$ cat src/rtl/inst_fetch_pkg.sv
// Shared bus widths, reset level and fetch FSM encodings for the IF stage.
package inst_fetch_pkg;
    localparam int InstAddrBus = 32;
    localparam int InstBus     = 32;
    localparam logic RstEnable = 1'b1;

    localparam logic [0:0] ST_REQ  = 1'b0;
    localparam logic [0:0] ST_WAIT = 1'b1;

    function automatic logic [InstAddrBus-1:0] word_align(input logic [InstAddrBus-1:0] a);
        return a & 32'hFFFF_FFFC;
    endfunction
endpackage

$ cat src/rtl/inst_fetch_if.sv
// Instruction memory request/response bus between fetch (master) and imem (slave).
interface inst_fetch_if;
    import inst_fetch_pkg::*;

    logic                   imem_req_o;
    logic [InstAddrBus-1:0] imem_addr_o;
    logic                   imem_gnt_i;
    logic                   imem_rvalid_i;
    logic [InstBus-1:0]     imem_rdata_i;

    modport master (
        output imem_req_o, imem_addr_o,
        input  imem_gnt_i, imem_rvalid_i, imem_rdata_i
    );

    modport slave (
        input  imem_req_o, imem_addr_o,
        output imem_gnt_i, imem_rvalid_i, imem_rdata_i
    );
endinterface

$ cat src/rtl/inst_fetch_pc_reg.sv
// Fetch PC register: reset value, sequential +4 on grant, or redirect target.
module pc_reg
    import inst_fetch_pkg::*;
#(
    parameter logic [InstAddrBus-1:0] RESET_PC = 32'h0000_0000
) (
    input  logic                   clk,
    input  logic                   rst,
    input  logic                   adv_i,
    input  logic                   branch_i,
    input  logic [InstAddrBus-1:0] target_i,
    output logic [InstAddrBus-1:0] pc_o
);
    logic [InstAddrBus-1:0] pc_q, pc_d;

    // A redirect wins over a granted advance; the granted address is already captured upstream.
    always_comb begin
        pc_d = pc_q;
        if (branch_i)   pc_d = word_align(target_i);
        else if (adv_i) pc_d = pc_q + 32'd4;
    end

    always_ff @(posedge clk) begin
        if (rst == RstEnable) pc_q <= word_align(RESET_PC);
        else                  pc_q <= pc_d;
    end

    assign pc_o = pc_q;
endmodule

$ cat src/rtl/inst_fetch.sv
// IF stage: single-outstanding imem fetch FSM feeding a one-entry output slot.
module inst_fetch
    import inst_fetch_pkg::*;
#(
    parameter logic [InstAddrBus-1:0] RESET_PC = 32'h0000_0000
) (
    input  logic                   clk,
    input  logic                   rst,
    input  logic                   stall_i,
    input  logic                   branch_flag_i,
    input  logic [InstAddrBus-1:0] branch_target_i,
    inst_fetch_if.master           imem,
    output logic [InstAddrBus-1:0] if_pc_o,
    output logic [InstBus-1:0]     if_inst_o,
    output logic                   if_valid_o
);
    logic [0:0]             state_q, state_d;
    logic                   kill_q, kill_d;
    logic [InstAddrBus-1:0] fl_addr_q, fl_addr_d;
    logic [InstAddrBus-1:0] if_pc_q, if_pc_d;
    logic [InstBus-1:0]     if_inst_q, if_inst_d;
    logic                   if_valid_q, if_valid_d;
    logic [InstAddrBus-1:0] pc;
    logic                   req, gnt_fire, rsp, load, xfer;

    pc_reg #(.RESET_PC(RESET_PC)) u_pc_reg (
        .clk      (clk),
        .rst      (rst),
        .adv_i    (gnt_fire),
        .branch_i (branch_flag_i),
        .target_i (branch_target_i),
        .pc_o     (pc)
    );

    // Only request when the slot will be empty by the time the response lands.
    assign req      = (rst != RstEnable) && (state_q == ST_REQ) && (!if_valid_q || !stall_i);
    assign gnt_fire = req && imem.imem_gnt_i;
    assign rsp      = (state_q == ST_WAIT) && imem.imem_rvalid_i;
    assign load     = rsp && !kill_q && !branch_flag_i;
    assign xfer     = if_valid_q && !stall_i && !branch_flag_i;

    assign imem.imem_req_o  = req;
    assign imem.imem_addr_o = pc;

    always_comb begin
        state_d   = state_q;
        kill_d    = kill_q;
        fl_addr_d = fl_addr_q;
        case (state_q)
            ST_REQ: begin
                if (gnt_fire) begin
                    state_d   = ST_WAIT;
                    fl_addr_d = pc;
                    kill_d    = branch_flag_i;
                end
            end
            ST_WAIT: begin
                if (rsp) begin
                    state_d = ST_REQ;
                    kill_d  = 1'b0;
                end else if (branch_flag_i) begin
                    kill_d  = 1'b1;
                end
            end
            default: state_d = ST_REQ;
        endcase
    end

    always_comb begin
        if_valid_d = if_valid_q;
        if_pc_d    = if_pc_q;
        if_inst_d  = if_inst_q;
        if (xfer) if_valid_d = 1'b0;
        if (load) begin
            if_valid_d = 1'b1;
            if_pc_d    = fl_addr_q;
            if_inst_d  = imem.imem_rdata_i;
        end
        if (branch_flag_i) if_valid_d = 1'b0;
    end

    always_ff @(posedge clk) begin
        if (rst == RstEnable) begin
            state_q    <= ST_REQ;
            kill_q     <= 1'b0;
            fl_addr_q  <= '0;
            if_pc_q    <= '0;
            if_inst_q  <= '0;
            if_valid_q <= 1'b0;
        end else begin
            state_q    <= state_d;
            kill_q     <= kill_d;
            fl_addr_q  <= fl_addr_d;
            if_pc_q    <= if_pc_d;
            if_inst_q  <= if_inst_d;
            if_valid_q <= if_valid_d;
        end
    end

    assign if_pc_o    = if_pc_q;
    assign if_inst_o  = if_inst_q;
    assign if_valid_o = if_valid_q;
endmodule

$ cat src/flat_wrapper.sv
// flat-port wrapper written by rule: the top's interface ports become plain ports
module inst_fetch_flat import inst_fetch_pkg::*;
#(
    parameter logic [InstAddrBus-1:0] RESET_PC = 32'h0000_0000
)
  (clk, rst, stall_i, branch_flag_i, branch_target_i, if_pc_o, if_inst_o, if_valid_o, imem_imem_req_o, imem_imem_addr_o, imem_imem_gnt_i, imem_imem_rvalid_i, imem_imem_rdata_i);
  inst_fetch_if imem_i ();
  input  logic clk;
  input  logic rst;
  input  logic stall_i;
  input  logic branch_flag_i;
  input  logic [InstAddrBus-1:0] branch_target_i;
  output logic [InstAddrBus-1:0] if_pc_o;
  output logic [InstBus-1:0] if_inst_o;
  output logic if_valid_o;
  output wire logic [$bits(imem_i.imem_req_o)-1:0] imem_imem_req_o;
  output wire logic [$bits(imem_i.imem_addr_o)-1:0] imem_imem_addr_o;
  input wire logic [$bits(imem_i.imem_gnt_i)-1:0] imem_imem_gnt_i;
  input wire logic [$bits(imem_i.imem_rvalid_i)-1:0] imem_imem_rvalid_i;
  input wire logic [$bits(imem_i.imem_rdata_i)-1:0] imem_imem_rdata_i;
  assign imem_imem_req_o = imem_i.imem_req_o;
  assign imem_imem_addr_o = imem_i.imem_addr_o;
  assign imem_i.imem_gnt_i = imem_imem_gnt_i;
  assign imem_i.imem_rvalid_i = imem_imem_rvalid_i;
  assign imem_i.imem_rdata_i = imem_imem_rdata_i;
  inst_fetch #(.RESET_PC(RESET_PC)) u_core (.clk(clk), .rst(rst), .stall_i(stall_i), .branch_flag_i(branch_flag_i), .branch_target_i(branch_target_i), .imem(imem_i), .if_pc_o(if_pc_o), .if_inst_o(if_inst_o), .if_valid_o(if_valid_o));
endmodule
$ cat config.mk
export PLATFORM = sky130hd
export DESIGN_NAME = inst_fetch_flat
export DESIGN_NICKNAME = d
export VERILOG_FILES = /design/src/rtl/inst_fetch_pkg.sv /design/src/rtl/inst_fetch_if.sv /design/src/rtl/inst_fetch_pc_reg.sv /design/src/rtl/inst_fetch.sv /design/src/flat_wrapper.sv
export SDC_FILE = /design/constraint.sdc
export NUM_CORES = 1
export LEC_CHECK = 0
export ABC_AREA = 1
export BUFFER_PORTS_ARGS = -buffer_cell sky130_fd_sc_hd__clkbuf_2
export CORE_ASPECT_RATIO = 1.25
export CORE_MARGIN = 1.5
export CORE_UTILIZATION = 55
export CTS_CLUSTER_DIAMETER = 50
export DETAILED_ROUTE_END_ITERATION = 6
export PLACE_DENSITY = 0.85
export SLEW_MARGIN = 5
export SYNTH_ARGS = -nofsm -noshare
export SYNTH_HDL_FRONTEND = slang
export SYNTH_HIERARCHICAL = 1
export SYNTH_SLANG_ARGS = --single-unit
export TNS_END_PERCENT = 20
$ cat constraint.sdc
create_clock -name clk -period 5.3 [get_ports clk]
set_input_delay 1.06 -clock clk [delete_from_list [all_inputs] [get_ports clk]]
set_output_delay 1.06 -clock clk [all_outputs]
set_load 0.1 [all_outputs]
==> results.md <==
* Final Setup Violations at 0
* Type of origin of the critical path: input port
* Yosys warns at 6
* Crit-path max FO at 57
* Clk pwr share at about 45%
* Worst Path Arrival at 3.78 ns
* Most frequent cells in the layout: nand2_1 (290), clkbuf_2 (162), dfxtp_1 (129), a21oi_1 (121), nand3_1 (37)
* XOR/XNOR Fraction of Synth Area at 0.786%
* Sequential share of power at 43.4%
* Die Wd at 93.0 um
* DPL Wire Length at 9.16 mm
* DR vias/cell at 5.19
* Mux cell area share after synthesis at 0%
* DP Cell Count at approximately 1000
* Final Cell Area at approximately 7000 um2
* Commonest non-fill, non-tap cell in the layout: nand2_1
* Crit Path Class: in -> reg
* Total internal power at around 1.7 mW
* Tot Pwr at 2.37 mW
* Global-route wire length before repair at approximately 22 mm
* Fin cells at 1045
* DIE AREA at 10800 um2
* Drt wl/cell at 13.2 um
* Max Freq at between 200 and 300 MHz
* Core box area at 9760 um2
* All-Layer GR Usage at between 20% and 30%
* Routed vias at 5424
* Worst EP required at 5.63 ns
* P&R area growth vs syn at 23.4%
* Period minus WS final at 3.45 ns
* Later-pin clock latency in the skew report at 0.41 ns
* Row Count at 40
* Die Y at roughly 120 um
* Hold Buf Count CTS at 0
* Drt initial violations at 310
* Pre-CTS setup slack at 1.49 ns
* Starting Density at 57.1%
* Pre-antenna DRT Iters at 5
* Simple-gate share of the synthesized area at a little under a third
* Initial antenna violation count at 0
* Status: finished, final reports clean
* FF+latch count, synth at 129
* Slew @ Worst Pin at 1.08 ns
* Worst setup margin at 1.85 ns
* Nets@finish at 980
* Setup Skew at 0.00900 ns
* Antenna Cells at 0
* Slew HR at 28.1%
* Comb pwr share at 11.9%
* Clock sinks at 129
* Reg clk slew, reported paths at 0.05 ns
* Dpl cell area at 6330 um2
* Largest buffer count on any clock path at 2
* Peak supply drop at just over 0.0002 V
* Vias in the first global route at 4826
* Seq/Total Area, Yosys at 46.3%
* Overflow after GRT at 0
* RSZ-0062 raised after global routing: false
* Yosys cell types at 29
* Leak at 2.79 nW
* Avg Inst Size Synth at 7.28 um2
* Layout cells sized above 1 at between 20% and 30%
* Sw Ratio at a little over a quarter
* Num CTS Buffers at 17
* Root buf cell: clkbuf_16
* Compound-Gate Fraction of Synth Area at 15.6%
* Routability congestion estimate at 0.919
* Hold Vio Cnt, Final at 0
* H-tree Lvls at 4
* Power Density at 345 nW/um2
* Gate Count Post-Synth at 766
* Synthesized area at 5570 um2
* IO Port Bufs at 163
* WL final at 13.8 mm
* Final core occ at approximately 70%
* NetSw at 636 uW
* Number of filler cells placed in the layout at 875
* Detail Route Antenna Nets at 0
* Setup TNS Final at 0 ns
* I/O pin total at around 170
* CTS resizes at 0
* Fin. max-slew vios at 0
* Largest net degree at the start of global routing at 70
* DRC Markers at 0
* HP Class: reg -> reg
* Setup Fix Bufs, Post-CTS at 0
* Tcrit/Tclk final at 65.2%
* Largest family of logic cells by synthesized area: simple AND/OR/NAND/NOR gates
* Max-Cap Viols at 0
* Hold slack at 0.458 ns
* CTS tree: yes
* Crit. End Element: flip-flop
* Post-Synth Adder-Cell Area at 0.224%
-- critical path, stage by stage --
cell and delay, ns:
buf_4 0.47, nor2_2 0.12, nand3_2 0.08, buf_4 0.33
inv_2 0.36, nor2_2 0.92, a22oi_1 0.18, a21oi_1 0.21
-- power groups by stage --
| stage | Clock (mW) | Sequential (mW) | Combinational (mW) |
|---|---|---|---|
| floorplan | 0 | 1.17 | 0.0995 |
| global placement | 0 | 1.05 | 0.278 |
| detailed placement | 0 | 1.05 | 0.280 |
| CTS | 1.08 | 1.03 | 0.281 |
| global route | 1.13 | 1.03 | 0.298 |
| finish | 1.06 | 1.03 | 0.282 |
-- flip-flops by register name, indices dropped and copies added, names as in the netlist --
signal                cells
u_core/fl_addr_q         32
u_core/if_inst_o         32
u_core/if_pc_o           32
u_core/if_valid_o         1
u_core/kill_q             1
u_core/state_q            1
u_core/u_pc_reg/pc_o     30
-- area by class of cell --
class / instances / area, um2 / share of cell area [%]
tap: 126 / 158 / 2.29
inverter: 36 / 135 / 1.96
timing repair buffer: 166 / 841 / 12.2
clock inverter: 7 / 60.1 / 0.873
sequential: 129 / 2580 / 37.5
multi-input combinational: 559 / 2620 / 38.1
clock buffer: 22 / 484 / 7.04
-- per-layer routing --
layer | vias to the layer above | global-route usage (%) | routed length [um]
met4 | 0 | 12.0 | 374
met5 | - | 0 | 0
met1 | 2417 | 31.3 | 6120
met2 | 216 | 42.2 | 6430
li1 | 2761 | - | -
met3 | 30 | 6.50 | 909
-- logic make-up (layout without fill, tap and decap cells) --
kind of cell             count (synthesis)  count (layout)
AO/OA/AOI/OAI                          159             159
AND/OR/NAND/NOR                        392             392
buffers and inverters                   79             231
XOR/XNOR                                 5               5
adder cells (fa/ha/maj)                  1               1
other                                    1               2
flip-flops                             129             129
-- path summary, 6_finish.rpt --
check             cells after the start                              from  slack (ns)                               endpoint
setup / recovery                      8                               rst        1.85  u_core/u_pc_reg/pc_o[22]$_SDFFE_PP0P_
hold / removal                        2  u_core/if_inst_o[3]$_SDFFE_PP0P_        0.46       u_core/if_inst_o[3]$_SDFFE_PP0P_
setup reg to reg                      8         u_core/state_q$_SDFF_PP0_        2.62  u_core/u_pc_reg/pc_o[22]$_SDFFE_PP0P_
hold reg to reg                       2  u_core/if_inst_o[3]$_SDFFE_PP0P_        0.46       u_core/if_inst_o[3]$_SDFFE_PP0P_
-- cell usage after synthesis, drive strengths merged --
master	instances	area (um2)
nand2	300	1160
dfxtp	129	2580
a21oi	124	632
nor2	45	257
nand3	40	215
inv	36	135
buf	25	181
a22oi	20	150
clkbuf	18	67.6
o21ai	8	40.0
a31oi	5	31.3
xor2	5	43.8
and2	3	18.8
nor3	2	15.0
o21bai	2	15.0
or2	2	12.5
conb	1	3.75
ha	1	12.5
Note: power is estimated with default switching activity, not from simulation.
